`src/rtl/sdram_port_arbiter_if.sv`:
```
// Bus bundle for sdram_port_arbiter: two requester ports plus the SDRAM controller side.
// slave = arbiter view, master = requesters/controller view.
interface sdram_port_arbiter_if #(
  parameter int ADDR_W = 24
);
  logic              p0_req;
  logic              p0_we;
  logic [ADDR_W-1:0] p0_addr;
  logic [15:0]       p0_wdata;
  logic              p0_ack;
  logic [15:0]       p0_rdata;

  logic              p1_req;
  logic              p1_we;
  logic [ADDR_W-1:0] p1_addr;
  logic [15:0]       p1_wdata;
  logic              p1_ack;
  logic [15:0]       p1_rdata;

  logic              ctrl_req;
  logic              ctrl_we;
  logic [ADDR_W-1:0] ctrl_addr;
  logic [15:0]       ctrl_wdata;
  logic              ctrl_ack;
  logic [15:0]       ctrl_rdata;
  logic              ctrl_ref_req;
  logic              ctrl_ref_ack;

  modport slave (
    input  p0_req, p0_we, p0_addr, p0_wdata,
    output p0_ack, p0_rdata,
    input  p1_req, p1_we, p1_addr, p1_wdata,
    output p1_ack, p1_rdata,
    output ctrl_req, ctrl_we, ctrl_addr, ctrl_wdata, ctrl_ref_req,
    input  ctrl_ack, ctrl_rdata, ctrl_ref_ack
  );

  modport master (
    output p0_req, p0_we, p0_addr, p0_wdata,
    input  p0_ack, p0_rdata,
    output p1_req, p1_we, p1_addr, p1_wdata,
    input  p1_ack, p1_rdata,
    input  ctrl_req, ctrl_we, ctrl_addr, ctrl_wdata, ctrl_ref_req,
    output ctrl_ack, ctrl_rdata, ctrl_ref_ack
  );
endinterface

```
`src/rtl/sdram_port_arbiter.sv`:
```
// Two-port round-robin arbiter in front of a single-word SDRAM controller, owning auto-refresh.
// Optional watchdog on controller acks enabled by defining SDRAM_ARB_TIMEOUT_EN.
module sdram_port_arbiter #(
  parameter int ADDR_W      = 24,
  parameter int REF_PERIOD  = 390,
  parameter int PEND_MAX    = 7,
  parameter int URGENT_PEND = 4,
  parameter int TIMEOUT     = 1023
) (
  input  logic                 sys_clk,
  input  logic                 sys_rst,
  sdram_port_arbiter_if.slave  bus,
  output logic [1:0]           grant,
  output logic [2:0]           ref_pending,
  output logic                 timeout_err
);

  typedef enum logic [2:0] {IDLE, GNT0, GNT1, REF, DONE} state_t;

  localparam int               TMR_W    = $clog2(REF_PERIOD);
  localparam logic [TMR_W-1:0] TMR_LAST = TMR_W'(REF_PERIOD - 1);
  localparam logic [2:0]       PEND_SAT = 3'(PEND_MAX);
  localparam logic [2:0]       PEND_URG = 3'(URGENT_PEND);
  localparam int               WD_W     = $clog2(TIMEOUT + 1);
  localparam logic [WD_W-1:0]  WD_LAST  = WD_W'(TIMEOUT - 1);

`ifdef SDRAM_ARB_TIMEOUT_EN
  localparam bit WD_EN = 1'b1;
`else
  localparam bit WD_EN = 1'b0;
`endif

  state_t            state;
  logic [TMR_W-1:0]  ref_timer;
  logic [WD_W-1:0]   wdog;
  logic              rr_ptr;
  logic              tick_wrap;
  logic              wd_fire;
  logic              ref_done;
  logic              sel_port;
  logic              sel_we;
  logic [ADDR_W-1:0] sel_addr;
  logic [15:0]       sel_wdata;

  // Tie goes to the port that did not win last time.
  always_comb begin
    sel_port = 1'b0;
    if (bus.p0_req && bus.p1_req) sel_port = ~rr_ptr;
    else if (bus.p1_req)          sel_port = 1'b1;
    sel_we    = sel_port ? bus.p1_we    : bus.p0_we;
    sel_addr  = sel_port ? bus.p1_addr  : bus.p0_addr;
    sel_wdata = sel_port ? bus.p1_wdata : bus.p0_wdata;
  end

  // Watchdog only fires when the awaited ack is absent in that same cycle.
  always_comb begin
    tick_wrap = (ref_timer == TMR_LAST);
    wd_fire   = 1'b0;
    if (WD_EN && wdog == WD_LAST) begin
      if ((state == GNT0 || state == GNT1) && !bus.ctrl_ack) wd_fire = 1'b1;
      if (state == REF && !bus.ctrl_ref_ack)                 wd_fire = 1'b1;
    end
    ref_done = (state == REF) && (bus.ctrl_ref_ack || wd_fire);
  end

  always_ff @(posedge sys_clk) begin
    if (sys_rst) begin
      state            <= IDLE;
      ref_timer        <= '0;
      wdog             <= '0;
      rr_ptr           <= 1'b1;
      ref_pending      <= '0;
      grant            <= '0;
      timeout_err      <= 1'b0;
      bus.ctrl_req     <= 1'b0;
      bus.ctrl_we      <= 1'b0;
      bus.ctrl_addr    <= '0;
      bus.ctrl_wdata   <= '0;
      bus.ctrl_ref_req <= 1'b0;
      bus.p0_ack       <= 1'b0;
      bus.p1_ack       <= 1'b0;
      bus.p0_rdata     <= '0;
      bus.p1_rdata     <= '0;
    end else begin
      ref_timer <= tick_wrap ? '0 : ref_timer + 1'b1;

      // A wrap coinciding with a completed refresh cancels out.
      if (tick_wrap && !ref_done) begin
        if (ref_pending != PEND_SAT) ref_pending <= ref_pending + 1'b1;
      end else if (ref_done && !tick_wrap) begin
        ref_pending <= ref_pending - 1'b1;
      end

      wdog <= (state == IDLE || state == DONE) ? '0 : wdog + 1'b1;

      unique case (state)
        IDLE: begin
          if (ref_pending >= PEND_URG) begin
            state            <= REF;
            bus.ctrl_ref_req <= 1'b1;
          end else if (bus.p0_req || bus.p1_req) begin
            state          <= sel_port ? GNT1 : GNT0;
            grant          <= sel_port ? 2'b10 : 2'b01;
            rr_ptr         <= sel_port;
            bus.ctrl_req   <= 1'b1;
            bus.ctrl_we    <= sel_we;
            bus.ctrl_addr  <= sel_addr;
            bus.ctrl_wdata <= sel_wdata;
          end else if (ref_pending != '0) begin
            state            <= REF;
            bus.ctrl_ref_req <= 1'b1;
          end
        end
        GNT0, GNT1: begin
          if (bus.ctrl_ack || wd_fire) begin
            state        <= DONE;
            bus.ctrl_req <= 1'b0;
            if (state == GNT0) begin
              bus.p0_ack <= 1'b1;
              if (wd_fire)           bus.p0_rdata <= 16'hDEAD;
              else if (!bus.ctrl_we) bus.p0_rdata <= bus.ctrl_rdata;
            end else begin
              bus.p1_ack <= 1'b1;
              if (wd_fire)           bus.p1_rdata <= 16'hDEAD;
              else if (!bus.ctrl_we) bus.p1_rdata <= bus.ctrl_rdata;
            end
            if (wd_fire) timeout_err <= 1'b1;
          end
        end
        REF: begin
          if (ref_done) begin
            state            <= IDLE;
            bus.ctrl_ref_req <= 1'b0;
            if (wd_fire) timeout_err <= 1'b1;
          end
        end
        DONE: begin
          state      <= IDLE;
          grant      <= '0;
          bus.p0_ack <= 1'b0;
          bus.p1_ack <= 1'b0;
        end
        default: state <= IDLE;
      endcase
    end
  end

endmodule

```
`src/flat_wrapper.sv`:
```
// flat-port wrapper written by rule: the top's interface ports become plain ports
module sdram_port_arbiter_flat 
#(
  parameter int ADDR_W      = 24,
  parameter int REF_PERIOD  = 390,
  parameter int PEND_MAX    = 7,
  parameter int URGENT_PEND = 4,
  parameter int TIMEOUT     = 1023
)
  (sys_clk, sys_rst, grant, ref_pending, timeout_err, bus_p0_req, bus_p0_we, bus_p0_addr, bus_p0_wdata, bus_p0_ack, bus_p0_rdata, bus_p1_req, bus_p1_we, bus_p1_addr, bus_p1_wdata, bus_p1_ack, bus_p1_rdata, bus_ctrl_req, bus_ctrl_we, bus_ctrl_addr, bus_ctrl_wdata, bus_ctrl_ref_req, bus_ctrl_ack, bus_ctrl_rdata, bus_ctrl_ref_ack);
  sdram_port_arbiter_if #(.ADDR_W(ADDR_W)) bus_i ();
  input  logic sys_clk;
  input  logic sys_rst;
  output logic [1:0] grant;
  output logic [2:0] ref_pending;
  output logic timeout_err;
  input wire logic [$bits(bus_i.p0_req)-1:0] bus_p0_req;
  input wire logic [$bits(bus_i.p0_we)-1:0] bus_p0_we;
  input wire logic [$bits(bus_i.p0_addr)-1:0] bus_p0_addr;
  input wire logic [$bits(bus_i.p0_wdata)-1:0] bus_p0_wdata;
  output wire logic [$bits(bus_i.p0_ack)-1:0] bus_p0_ack;
  output wire logic [$bits(bus_i.p0_rdata)-1:0] bus_p0_rdata;
  input wire logic [$bits(bus_i.p1_req)-1:0] bus_p1_req;
  input wire logic [$bits(bus_i.p1_we)-1:0] bus_p1_we;
  input wire logic [$bits(bus_i.p1_addr)-1:0] bus_p1_addr;
  input wire logic [$bits(bus_i.p1_wdata)-1:0] bus_p1_wdata;
  output wire logic [$bits(bus_i.p1_ack)-1:0] bus_p1_ack;
  output wire logic [$bits(bus_i.p1_rdata)-1:0] bus_p1_rdata;
  output wire logic [$bits(bus_i.ctrl_req)-1:0] bus_ctrl_req;
  output wire logic [$bits(bus_i.ctrl_we)-1:0] bus_ctrl_we;
  output wire logic [$bits(bus_i.ctrl_addr)-1:0] bus_ctrl_addr;
  output wire logic [$bits(bus_i.ctrl_wdata)-1:0] bus_ctrl_wdata;
  output wire logic [$bits(bus_i.ctrl_ref_req)-1:0] bus_ctrl_ref_req;
  input wire logic [$bits(bus_i.ctrl_ack)-1:0] bus_ctrl_ack;
  input wire logic [$bits(bus_i.ctrl_rdata)-1:0] bus_ctrl_rdata;
  input wire logic [$bits(bus_i.ctrl_ref_ack)-1:0] bus_ctrl_ref_ack;
  assign bus_i.p0_req = bus_p0_req;
  assign bus_i.p0_we = bus_p0_we;
  assign bus_i.p0_addr = bus_p0_addr;
  assign bus_i.p0_wdata = bus_p0_wdata;
  assign bus_p0_ack = bus_i.p0_ack;
  assign bus_p0_rdata = bus_i.p0_rdata;
  assign bus_i.p1_req = bus_p1_req;
  assign bus_i.p1_we = bus_p1_we;
  assign bus_i.p1_addr = bus_p1_addr;
  assign bus_i.p1_wdata = bus_p1_wdata;
  assign bus_p1_ack = bus_i.p1_ack;
  assign bus_p1_rdata = bus_i.p1_rdata;
  assign bus_ctrl_req = bus_i.ctrl_req;
  assign bus_ctrl_we = bus_i.ctrl_we;
  assign bus_ctrl_addr = bus_i.ctrl_addr;
  assign bus_ctrl_wdata = bus_i.ctrl_wdata;
  assign bus_ctrl_ref_req = bus_i.ctrl_ref_req;
  assign bus_i.ctrl_ack = bus_ctrl_ack;
  assign bus_i.ctrl_rdata = bus_ctrl_rdata;
  assign bus_i.ctrl_ref_ack = bus_ctrl_ref_ack;
  sdram_port_arbiter #(.ADDR_W(ADDR_W), .REF_PERIOD(REF_PERIOD), .PEND_MAX(PEND_MAX), .URGENT_PEND(URGENT_PEND), .TIMEOUT(TIMEOUT)) u_core (.sys_clk(sys_clk), .sys_rst(sys_rst), .bus(bus_i), .grant(grant), .ref_pending(ref_pending), .timeout_err(timeout_err));
endmodule
```
`config.mk`:
```
export PLATFORM = sky130hd
export DESIGN_NAME = sdram_port_arbiter_flat
export DESIGN_NICKNAME = d
export VERILOG_FILES = /design/src/rtl/sdram_port_arbiter_if.sv /design/src/rtl/sdram_port_arbiter.sv /design/src/flat_wrapper.sv
export SDC_FILE = /design/constraint.sdc
export NUM_CORES = 1
export LEC_CHECK = 0
export BUFFER_PORTS_ARGS = -buffer_cell sky130_fd_sc_hd__clkbuf_2
export CAP_MARGIN = 20
export CORE_MARGIN = 2
export CORE_UTILIZATION = 47
export CTS_CLUSTER_SIZE = 40
export DETAILED_ROUTE_END_ITERATION = 7
export GPL_TIMING_DRIVEN = 0
export PLACE_DENSITY = 0.8
export SYNTH_ARGS = -nofsm -noshare
export SYNTH_HDL_FRONTEND = slang
export SYNTH_SLANG_ARGS = --single-unit
```
`constraint.sdc`:
```
create_clock -name sys_clk -period 2.92 [get_ports sys_clk]
set_input_delay 0.584 -clock sys_clk [delete_from_list [all_inputs] [get_ports sys_clk]]
set_output_delay 0.584 -clock sys_clk [all_outputs]
set_load 0.02 [all_outputs]
```
==> summary.txt <==
Synth
  – Seq/Total Area, Yosys: 46.8%
  – Top cells by area, synth: dfxtp_1 (47%), mux2i_1 (18%), nor2_1 (8.1%)
  – Post-synth ARST share: 0%
  – Synth area leader: dfxtp_1
  – Post-synth top cells: dfxtp_1 (95), nor2_1 (88), mux2i_1 (73), a211oi_1 (31), buf_2 (16)
  – Top-area cell type share of the netlist area: 46.8%
  – Synth unique cells: 46
  – Post-synthesis cell count: 419
  – Post-synth net total: approximately 530
  – Top FF cell, synth: dfxtp_1
  – Syn Area/Cell: 9.70 um2
  – Synth warnings: 0
  – Synthesized area: 0.00406 mm2
  – Count leader, synth: dfxtp_1
  – Post-synthesis register bit count: 95
  – Number of enable flip-flop cells after synthesis: 0

Critical path
  – Slowest-stage cell, CP: dfxtp_1
  – Most frequent CP cell: inv_1
  – Crit path max-delay family: adder cells
  – Worst path cell trace: ha_1 > and4b_1 > and3_1 > clkbuf_1 > inv_1 > fa_1 > inv_1 > a21oi_1 > a22o_1 > a221oi_1
  – CP required: 3.17 ns
  – WS Path Type: register to register
  – Buffers & Inverters on Critical Path: 3
  – Worst setup EP type: register
  – Slowest stage delay, CP: slightly above 0.4 ns
  – CP Launch Type: register
  – CP Data Arrival Time: 2.69 ns
  – CP max FO: 6

Placement
  – GPL Wtd Cong: 0.868
  – HPWL after DPL: 8110 um
  – IO Port Bufs: around 180
  – Post-placement cell area: just over 0.005 mm2

Drt
  – # DRC: 0
  – Vias post-DR: 3723
  – DRT Wirelength: ~10000 um
  – Pre-Repair DR Iteration Count: 4
  – WL/cell: 14.5 um
  – Post-route ant nets: 0
  – Vias/cell: 5.14
  – First DRT Iteration DRCs: 140

Floorplan
  – Core Footprint: 0.00830 mm2
  – Die Footprint: about 0.0094 mm2
  – Ports: 187
  – Die Span Y: slightly below 100 um
  – # rows: 33
  – Initial core utilization: 49.0%
  – Die Wd: 97.0 um

Timing
  – Final setup viols: 0
  – Min cycle time layout: around 2.4 ns
  – Slew Limit Fails: 0
  – Worst hold slack: 0.474 ns
  – Final setup skew: 0.0142 ns
  – RSZ-0062 raised after global routing: no
  – F_max: around 400 MHz
  – Slew margin rel.: approximately 60%
  – Setup_tns: 0 ns
  – Final hold vios: 0
  – Tightest Pin Transition: approximately 0.6 ns
  – Final period utilization: 83.6%

Layout
  – Fillers: 733
  – Fin nets: approximately 720
  – Reg area: 0.00190 mm2
  – Multi-input logic area: 0.00198 mm2
  – Layout area overhead: 30.3%
  – Share of cells above drive strength 1: between 30% and 40%
  – Post-route cell area: 0.00530 mm2
  – # diodes: 0

Clock tree
  – Clock sinks: between 90 and 100
  – Post-CTS Setup Inserts: 0
  – CTS Hold Buffers Added: 0
  – Clock Path Buffers: 2
  – Clock root cell: clkbuf_8
  – Worst-path clk slew: 0.10 ns
  – Number of H-tree branching levels: 3
  – Post-CTS Resized: 0
  – CTS Buf Count: 9
  – CTS tree: yes
  – Worst-Skew Late Latency: between 0.3 and 0.4 ns

Global routing
  – Global-route wire length before repair: between 15000 and 20000 um
  – Pin count of the biggest net entering global routing: 18
  – Grt total ovfl: 0
  – Vias in the first global route: 3669
  – Number of antenna violations at the first check in global routing: 0
  – Overall routing resource usage: 22.6%

Power and ir drop
  – Leak: 2.65 nW
  – PwrDens: 744 mW/mm2
  – Worst vdd ir: 383 uV

Run status
  – Outcome: finished, final reports clean

Worst hold path
  – Min-Delay Path Class: input port to register

Job
  – Max_cap viols: 0
==> metrics by stage <==
stage | utilization (%) | total power, mW | setup slack, ns | cells
2_1_floorplan | - | 2.69 | 0.755 | 419
3_3_place_gp | 61.6 | 3.13 | 0.595 | 708
3_5_place_dp | 61.6 | 3.17 | 0.489 | 708
4_1_cts | 63.8 | 3.97 | 0.492 | 724
6_report | 63.8 | 3.94 | 0.479 | 724
5_1_grt | 63.8 | 4.20 | 0.248 | 724
==> worst register-to-register path, delay by kind of cell (launching register included) <==
family	cells	cell delay (ns)
AND/OR/NAND/NOR	2	0.42
buffers and inverters	3	0.41
adder cells (fa/ha/maj)	2	0.56
flip-flops	1	0.41
AO/OA/AOI/OAI	3	0.55
==> registers in the layout (all words and copies together) (netlist names) <==
signal,cells
u_core.bus.ctrl_addr,24
u_core.bus.ctrl_ref_req,1
u_core.bus.ctrl_req,1
u_core.bus.ctrl_wdata,16
u_core.bus.ctrl_we,1
u_core.bus.p0_ack,1
u_core.bus.p0_rdata,16
u_core.bus.p1_ack,1
u_core.bus.p1_rdata,16
u_core.grant,2
u_core.ref_pending,3
u_core.ref_timer,9
u_core.rr_ptr,1
u_core.state,3
==> metal layers <==
| metal | vias up | GRT usage [%] | part of all wire [%] |
|---|---|---|---|
| li1 | 1867 | - | - |
| met1 | 1738 | 28.9 | 44 |
| met2 | 106 | 37.6 | 50 |
| met3 | 12 | 4.91 | 5.4 |
| met4 | 0 | 8.02 | 1.4 |
| met5 | - | 0 | 0 |
==> path summary, 6_finish.rpt <==
kind	depth (start not counted)	end	start	slack [ns]
worst max-delay path	10	u_core.ref_pending[2]$_SDFFE_PP0P_	u_core.ref_timer[0]$_SDFF_PP0_	0.48
worst min-delay path	3	u_core.bus.p0_rdata[7]$_SDFFE_PP0P_	bus_ctrl_rdata[7]	0.47
worst max register to register	10	u_core.ref_pending[2]$_SDFFE_PP0P_	u_core.ref_timer[0]$_SDFF_PP0_	0.48
worst min register to register	2	u_core.bus.ctrl_addr[23]$_SDFFE_PP0P_	u_core.bus.ctrl_addr[23]$_SDFFE_PP0P_	0.50
==> cells in the final DEF, fill, tap and decap left out, drive strengths merged, types with 3 or more instances in the layout <==
| cell | Yosys | layout |
|---|---|---|
| clkbuf | 11 | 204 |
| mux2i | 73 | 73 |
| dfxtp | 95 | 95 |
| a211oi | 41 | 41 |
| nor3 | 9 | 9 |
| xnor2 | 3 | 3 |
| nor2b | 3 | 3 |
| nor2 | 88 | 88 |
| a21oi | 11 | 11 |
| nand3 | 5 | 5 |
| buf | 21 | 21 |
| nand2 | 11 | 11 |
| inv | 7 | 10 |
| o21ai | 4 | 4 |
| a2bb2oi | 3 | 3 |
| or3 | 3 | 3 |
==> cell families after synthesis <==
kind of cell / synth area share, %
xor gates and xnor gates: 1.08
other: 0.0923
AOI/OAI and AO/OA: 13.7
DFF: 46.8
and+or+nand+nor: 14.4
muxes: 18.3
adders and majority gates: 1.11
buffers and inverters: 4.56
==> layout make-up <==
| cell class | instances | share of cell area (%) |
|---|---|---|
| clock buffers | 9 | 2.34 |
| plain buffers | 32 | 3.00 |
| flip-flops and latches | 95 | 35.9 |
| clock inverters | 7 | 1.04 |
| well taps | 105 | 2.48 |
| repair buffers | 184 | 17.4 |
| inverters | 7 | 0.496 |
| multi-input cells | 285 | 37.3 |
==> report_power, final <==
group | internal (mW) | switching, mW | total (mW)
Combinational | 0.562 | 0.913 | 1.47
Sequential | 1.53 | 0.137 | 1.67
Clock | 0.319 | 0.479 | 0.798
Total | 2.41 | 1.53 | 3.94
No activity file was read; power rests on OpenSTA's default activity.
